File: src/rtl/imem_loader.sv
// ---------------------------------------------------------------------------
// imem_loader
//   Packs a valid/ready byte stream into big-endian 32-bit instruction words
//   and writes them into instruction memory.  The pipeline is held in reset
//   (cpu_rst=1) until a complete program has been loaded.
//
//   Optional feature macro: CHECKSUM_EN.  When defined, a 4-byte checksum
//   (XOR of all loaded words) follows the program.  The checksum is never
//   written to memory, and a mismatch sets err and returns to IDLE.
//
// Ports
//   clk, rst        clock / asynchronous active-high reset
//   start           1-cycle load request (ignored while busy)
//   num_words       program length in words, legal 1..DEPTH
//   byte_in         stream byte
//   byte_valid      stream byte valid
//   byte_ready      loader accepts a byte this cycle
//   Instr_IN        instruction word to I-mem
//   Instr_W_en      I-mem write strobe (one cycle per word)
//   I_W_Addr        I-mem write address
//   cpu_rst         pipeline reset, 1 = hold pipeline
//   busy            load in progress
//   done            program loaded, pipeline running
//   err             sticky error, cleared by the next accepted start
// ---------------------------------------------------------------------------
module imem_loader #(
   parameter int ADDR_W = 9,
   parameter int DEPTH  = 512
) (
   input  logic              clk,
   input  logic              rst,
   input  logic              start,
   input  logic [ADDR_W:0]   num_words,
   input  logic [7:0]        byte_in,
   input  logic              byte_valid,
   output logic              byte_ready,
   output logic [31:0]       Instr_IN,
   output logic              Instr_W_en,
   output logic [ADDR_W-1:0] I_W_Addr,
   output logic              cpu_rst,
   output logic              busy,
   output logic              done,
   output logic              err
);

   typedef enum logic [2:0] {S_IDLE, S_LOAD, S_WRITE, S_CHK, S_RUN} state_t;

   localparam logic [ADDR_W:0] DEPTH_W = (ADDR_W+1)'(DEPTH);

   state_t              state_q, state_d;
   logic [ADDR_W-1:0]   addr_q, addr_d;
   logic [ADDR_W:0]     wcnt_q, wcnt_d;
   logic [ADDR_W:0]     nwords_q, nwords_d;
   logic [1:0]          bcnt_q, bcnt_d;
   logic [23:0]         shift_q, shift_d;
   logic [31:0]         word_q, word_d;
   logic [31:0]         csum_q, csum_d;

   logic                byte_ready_q, byte_ready_d;
   logic [31:0]         instr_in_q, instr_in_d;
   logic                instr_w_en_q, instr_w_en_d;
   logic [ADDR_W-1:0]   i_w_addr_q, i_w_addr_d;
   logic                cpu_rst_q, cpu_rst_d;
   logic                busy_q, busy_d;
   logic                done_q, done_d;
   logic                err_q, err_d;

   logic                err_set, err_clr;
   logic                byte_acc;
   logic                start_legal;
   logic [31:0]         full_word;

   assign byte_acc    = byte_valid && byte_ready_q;
   assign start_legal = (num_words != '0) && (num_words <= DEPTH_W);
   assign full_word   = {shift_q, byte_in};

   // State and datapath registers
   always_ff @(posedge clk or posedge rst) begin
      if (rst) begin
         state_q      <= S_IDLE;
         addr_q       <= '0;
         wcnt_q       <= '0;
         nwords_q     <= '0;
         bcnt_q       <= '0;
         shift_q      <= '0;
         word_q       <= '0;
         csum_q       <= '0;
         byte_ready_q <= 1'b0;
         instr_in_q   <= '0;
         instr_w_en_q <= 1'b0;
         i_w_addr_q   <= '0;
         cpu_rst_q    <= 1'b1;
         busy_q       <= 1'b0;
         done_q       <= 1'b0;
         err_q        <= 1'b0;
      end else begin
         state_q      <= state_d;
         addr_q       <= addr_d;
         wcnt_q       <= wcnt_d;
         nwords_q     <= nwords_d;
         bcnt_q       <= bcnt_d;
         shift_q      <= shift_d;
         word_q       <= word_d;
         csum_q       <= csum_d;
         byte_ready_q <= byte_ready_d;
         instr_in_q   <= instr_in_d;
         instr_w_en_q <= instr_w_en_d;
         i_w_addr_q   <= i_w_addr_d;
         cpu_rst_q    <= cpu_rst_d;
         busy_q       <= busy_d;
         done_q       <= done_d;
         err_q        <= err_d;
      end
   end

   // Next-state and datapath update
   always_comb begin
      state_d  = state_q;
      addr_d   = addr_q;
      wcnt_d   = wcnt_q;
      nwords_d = nwords_q;
      bcnt_d   = bcnt_q;
      shift_d  = shift_q;
      word_d   = word_q;
      csum_d   = csum_q;
      err_set  = 1'b0;
      err_clr  = 1'b0;
      case (state_q)
         S_IDLE, S_RUN: begin
            if (start) begin
               if (start_legal) begin
                  state_d  = S_LOAD;
                  addr_d   = '0;
                  wcnt_d   = '0;
                  nwords_d = num_words;
                  bcnt_d   = '0;
                  csum_d   = '0;
                  err_clr  = 1'b1;
               end else begin
                  err_set = 1'b1;
               end
            end
         end
         S_LOAD: begin
            if (byte_acc) begin
               shift_d = {shift_q[15:0], byte_in};
               bcnt_d  = bcnt_q + 2'd1;
               if (bcnt_q == 2'd3) begin
                  word_d  = full_word;
                  state_d = S_WRITE;
               end
            end
         end
         S_WRITE: begin
            wcnt_d = wcnt_q + (ADDR_W+1)'(1);
            csum_d = csum_q ^ word_q;
            // Address only advances when more words follow, so a full
            // DEPTH load finishes at DEPTH-1 without wrapping.
            if (wcnt_d == nwords_q) begin
`ifdef CHECKSUM_EN
               state_d = S_CHK;
`else
               state_d = S_RUN;
`endif
            end else begin
               addr_d  = addr_q + (ADDR_W)'(1);
               state_d = S_LOAD;
            end
         end
`ifdef CHECKSUM_EN
         S_CHK: begin
            if (byte_acc) begin
               shift_d = {shift_q[15:0], byte_in};
               bcnt_d  = bcnt_q + 2'd1;
               if (bcnt_q == 2'd3) begin
                  if (full_word == csum_q) begin
                     state_d = S_RUN;
                  end else begin
                     state_d = S_IDLE;
                     err_set = 1'b1;
                  end
               end
            end
         end
`endif
         default: state_d = S_IDLE;
      endcase
   end

   // Registered outputs derived from the upcoming state
   always_comb begin
      byte_ready_d = (state_d == S_LOAD) || (state_d == S_CHK);
      busy_d       = (state_d == S_LOAD) || (state_d == S_WRITE) || (state_d == S_CHK);
      done_d       = (state_d == S_RUN);
      cpu_rst_d    = (state_d != S_RUN);
      instr_w_en_d = (state_d == S_WRITE);
      instr_in_d   = instr_in_q;
      i_w_addr_d   = i_w_addr_q;
      if (state_d == S_WRITE) begin
         instr_in_d = word_d;
         i_w_addr_d = addr_q;
      end
      err_d = err_q;
      if (err_set) begin
         err_d = 1'b1;
      end else if (err_clr) begin
         err_d = 1'b0;
      end
   end

   assign byte_ready = byte_ready_q;
   assign Instr_IN   = instr_in_q;
   assign Instr_W_en = instr_w_en_q;
   assign I_W_Addr   = i_w_addr_q;
   assign cpu_rst    = cpu_rst_q;
   assign busy       = busy_q;
   assign done       = done_q;
   assign err        = err_q;

endmodule

File: config.mk
export PLATFORM = sky130hd
export DESIGN_NAME = imem_loader
export DESIGN_NICKNAME = d
export VERILOG_FILES = /design/src/rtl/imem_loader.sv
export SDC_FILE = /design/constraint.sdc
export NUM_CORES = 1
export LEC_CHECK = 0
export ABC_AREA = 1
export ABC_CLOCK_PERIOD_IN_PS = 3600
export BUFFER_PORTS_ARGS = -buffer_cell sky130_fd_sc_hd__buf_4
export CORE_MARGIN = 2
export CORE_UTILIZATION = 45
export CTS_BUF_LIST = sky130_fd_sc_hd__clkbuf_2 sky130_fd_sc_hd__clkbuf_4 sky130_fd_sc_hd__clkbuf_8
export DETAILED_ROUTE_END_ITERATION = 6
export PLACE_DENSITY = 0.69
export SLEW_MARGIN = 20
export SYNTH_ARGS = -nofsm -noshare
export SYNTH_HDL_FRONTEND = slang
export SYNTH_SLANG_ARGS = --single-unit
File: constraint.sdc
create_clock -name clk -period 3.6 [get_ports clk]
set_input_delay 0.9 -clock clk [delete_from_list [all_inputs] [get_ports clk]]
set_output_delay 0.9 -clock clk [all_outputs]
set_load 0.1 [all_outputs]
# --- Word-level counts from Yosys, hierarchy flattened ---
# Index checks and enable logic that the tools add are counted.
# W data, S select, Z words.
totals:
  register_bits: 137
  input_bits: 22
  output_inout_bits: 47
  wordCells: 77
op_classes:
  n_addsub: 3
  n_lt_le_gt_ge: 1
  n_eq_ne: 14
  mux: 28
  reduce_logical: 16
ops:
  columns: ["cell", "count"]
  rows:
  - ["$mux W32", 3]
  - ["$mux W9", 3]
  - ["$mux W10", 2]
  - ["$pmux W10 S2", 1]
  - ["$pmux W9 S2", 1]
  - ["$mux W3", 5]
  - ["$add A10 B1 Y10 const B", 1]
  - ["$eq A10 B10 Y1", 1]
  - ["$le A10 B10 Y1 const B", 1]
  - ["$reduce_bool A10 Y1", 1]
  - ["$add A9 B1 Y9 const B", 1]
  - ["$eq A3 B2 Y1 const B", 3]
  - ["$pmux W3 S3", 1]
  - ["$mux W1", 8]
  - ["$ne A2 B2 Y1 const B", 4]
  - ["$reduce_and A4 Y1", 2]
  - ["$eq A3 B1 Y1 const B", 2]
  - ["$eq A3 B3 Y1 const B", 2]
  - ["$mux W2", 3]
  - ["$reduce_and A3 Y1", 2]
  - ["$reduce_bool A2 Y1", 3]
  - ["$pmux W2 S2", 1]
  - ["$logic_not A3 Y1", 1]
  - ["$logic_or A1 B1 Y1", 3]
  - ["6 further kinds", 7]

# --- Depth between registers and ports, before layout ---
depth:
  word_depth: 8
  ltp_mapped: 13
  ltp_nobuf: 13

# --- Worst setup path after synthesis ---
# No wires, ideal clock.
synth_timing:
  path_kind: "reg2reg"
  start: "reg byte_ready_q, in the netlist byte_ready"
  end: "reg i_w_addr_q[0], in the netlist I_W_Addr[0]"
  setup_time_ns: 0.133
  t_arrival_ns: 2.017
  t_required_ns: 3.467
  slack_ns: 1.450
  path_stages_with_launch: 9
  n_path_buf: 1
  synth_period_minus_slack_ns: 2.150
  cell_sequence: "dfrtp_1 -> nand2_1 -> nor2_2 -> inv_2 -> nor2_4 -> inv_2 -> clkbuf_1 -> nand2_1 -> o21ai_0"
synth_between:
  elab_chain_cells: 4
synth_rtl:
  columns: ["element", "line_no", "text"]
  rows:
  - ["start, declared", "59", "logic byte_ready_q, byte_ready_d;"]
  - ["start signal, assigned", "105", "byte_ready_q <= byte_ready_d;"]
  - ["$logic_and A1 B1 Y1", "73", "assign byte_acc = byte_valid && byte_ready_q;"]
  - ["$mux W3", "145", "if (byte_acc) begin"]
  - ["$pmux W3 S3", "128", "case (state_q)"]
  - ["$eq A3 B2 Y1", "199", "if (state_d == S_WRITE) begin"]
  - ["end signal, assigned", "108", "i_w_addr_q <= i_w_addr_d;"]
  - ["end, declared", "62", "logic [ADDR_W-1:0] i_w_addr_q, i_w_addr_d;"]
# Every way passes these cells.
# A chain may end at the register's enable or synchronous reset.

# --- Worst setup path in the final report ---
layout_timing:
  start: "reg wcnt_q[0]"
  end: "reg addr_q[4]"
layout_between:
  elab_chain_cells: 4
layout_rtl:
  columns: ["element", "line_no", "text"]
  rows:
  - ["start, declared", "52", "logic [ADDR_W:0] wcnt_q, wcnt_d;"]
  - ["start signal, assigned", "99", "wcnt_q <= wcnt_d;"]
  - ["$add A10 B1 Y10", "155", "wcnt_d = wcnt_q + (ADDR_W+1)'(1);"]
  - ["$eq A10 B10 Y1", "159", "if (wcnt_d == nwords_q) begin"]
  - ["$ne A2 B2 Y1 (no line)", null, null]
  - ["$reduce_and A4 Y1 (no line)", null, null]
  - ["end signal, assigned", "98", "addr_q <= addr_d;"]
  - ["end, declared", "51", "logic [ADDR_W-1:0] addr_q, addr_d;"]
# Every way passes these cells.

==> reports/results.ini <==
[route]
ant_nets = 0
drc = 0
num_vias = 3693
first_iter_violations = 197
totalWireLength_um = 9740
vias_per_cell = 4.91
drtPass1Iterations = 4
wire_per_inst_um = 13.0

[sta]
max_freq_ghz = 0.427
timing.setup.tns_ns = 0
maxSlewViolCount = 0
period_share = 0.651
finalSetupViolations = 0
fin_skew_ns = 0.0109
worst_pin_slew_ns = 0.745
timing_hold_violations_final = 0
hold_ws_ns = 0.481
rsz0062_at_grt = no
period_needed_ns = 2.34
maxSlewHeadroom = 0.503

[global_route]
overflow = 0
grt_pass1_wl_um = 16800
grt_max_degree = 54
antenna_found_initial = 0
grt_pass1_vias = 3579
grt_usage = 0.187

[setup_path]
crit_chain = ha_1, nand2_1, inv_1, nand3_1, nand2_1, nand2_1, nand2_1, nor2_1, nand3_2, o21bai_4, nand2_2, nand2_1, nand2_1
slowest_stage = dfrtp_1
crit_fanout = 13
path_common_cell = nand2_1
startpoint_type = register
end_kind = register
reg2reg_depth = 13
critPathArrivalTime_ns = 2.61
criticalPathCategory = register to register
required_ns = 3.87
slowest_delay_ns = 0.46

[yosys]
synth.distinct_cells = 30
synth_seq_area_share = 0.574
synth_fp_nets = 572
synth_cells = 547
ys_seq_elements = 105
ys_warn_count = 0
syn_area_per_cell_um2 = 8.37
synth_area_um2 = 4580

[cts]
cts.hold.buffers_added = 0
clockBufferDepth = 2
cts-resized-gates = 0
post-cts-setup-buffer-count = 0
tritoncts = yes
cts.reportedPaths.clkPinSlew_ns = 0.10
cts-buffers-inserted = 9
insertion_delay_ns = 0.37
cts-root-buf = clkbuf_8
h-tree-depth = 3
cts.sinks = 105

[placement]
io_buffers = 68
gp_congestion = 0.821
place_inst = 736
placedInstanceArea_um2 = 5240
dp_hpwl_um = 6860

[status]
status = finished, final reports clean

[final_layout]
antenna_cells = 0
drive_above_1_share = 0.170
area_delta_synth_final_pct = 19.1
fin_cells = 752
layout_common_cells = nand2_1, dfrtp_1, buf_4, inv_1, o21ai_0
final_common_cell = nand2_1
num-nets-final = 639
stdcell_area_um2 = 5450

[floorplanning]
ios = 69
std_cell_rows = 36
initial_utilization = 0.466
dieArea_um2 = 11000
fp.dieW_um = 105
die_h_um = 105
core_area_um2 = 9820

[power_and_ir_drop]
power_density_nw_per_um2 = 842
leakage_nw = 2.83
vdd_drop_max_mv = 0.751

[min_path]
min_path_cells = 2
hp-class = register to register

[flow_run]
max_cap_viol_count = 0

## registers in the layout, indices dropped and copies added (netlist names), 2 cells and up
name / count
wcnt_q: 10
bcnt_q: 2
addr_q: 9
state_q: 3
nwords_q: 10
I_W_Addr: 9
shift_q: 24
Instr_IN: 32
## critical path, delay by kind of cell (launching register included)
kind	cells	cell delay (ns)
compound gates	1	0.33
simple gates	10	1.10
buf+inv	1	0.10
fa+ha+maj	1	0.27
flops	1	0.46
## metal layers
metal  track usage  wire, um  vias up
met5             0         0        -
met2         0.305      4670       67
met3        0.0405       420       10
met4        0.0514        91        0
li1              -         -     1847
met1         0.253      4560     1769
## power by group
group	switching, W	internal (W)
Combinational	0.00158	0.000457
Clock	0.000432	0.000336
Sequential	0.000244	0.00154
## stage by stage
stage / worst slack, ns / total power (W) / util
after floorplan: 1.44 / 0.00338 / -
after global placement: 0.955 / 0.00382 / 0.534
after detailed placement: 0.879 / 0.00386 / 0.534
after CTS: 1.24 / 0.00462 / 0.555
after global routing: 1.02 / 0.00486 / 0.555
final: 1.26 / 0.00459 / 0.555
## cells in the mapped netlist, drive strengths merged
master / n / area share
a21oi: 1 / 0.0011
buf: 5 / 0.0068
clkbuf: 14 / 0.011
clkinv: 1 / 0.00082
dfrtp: 104 / 0.57
dfstp: 1 / 0.0057
ha: 3 / 0.0082
inv: 48 / 0.039
nand2: 234 / 0.19
nand3: 41 / 0.047
nand3b: 3 / 0.0049
nand4: 5 / 0.0068
nor2: 25 / 0.026
nor3: 2 / 0.0022
nor3b: 1 / 0.0016
o21a: 1 / 0.0016
o21ai: 44 / 0.048
o21bai: 2 / 0.0057
o22ai: 3 / 0.0041
or2: 1 / 0.0014
xnor2: 2 / 0.0038
xor2: 6 / 0.011
## path summary, 6_finish.rpt
| kind | start | endpoint | slack [ns] |
|---|---|---|---|
| setup reg to reg | wcnt_q[0] | addr_q[4] | 1.26 |
| setup / recovery | wcnt_q[0] | addr_q[4] | 1.26 |
| max in group asynchronous | rst | addr_q[7] | 2.27 |
| min in group asynchronous | rst | err | 0.58 |
| hold / removal | shift_q[12] | Instr_IN[20] | 0.48 |
| hold reg to reg | shift_q[12] | Instr_IN[20] | 0.48 |
## cell type report
| class | count | area, um2 |
|---|---|---|
| well taps | 133 | 166 |
| repair buffers | 75 | 576 |
| fillers | 949 | 4370 |
| multi-input cells | 374 | 1680 |
| clock buffers | 9 | 124 |
| inverters | 49 | 188 |
| flip-flops and latches | 105 | 2630 |
| clock inverters | 7 | 86.3 |
## cell families (layout without fill, tap and decap cells)
group,after synthesis,count (layout),synth area share
AO/OA/AOI/OAI,51,51,0.0607
XOR/XNOR,8,8,0.0153
adder cells (fa/ha/maj),3,3,0.00820
buffers and inverters,68,140,0.0585
flip-flops,105,105,0.574
AND/OR/NAND/NOR,312,312,0.283
Power figures use the tool's default switching activity.
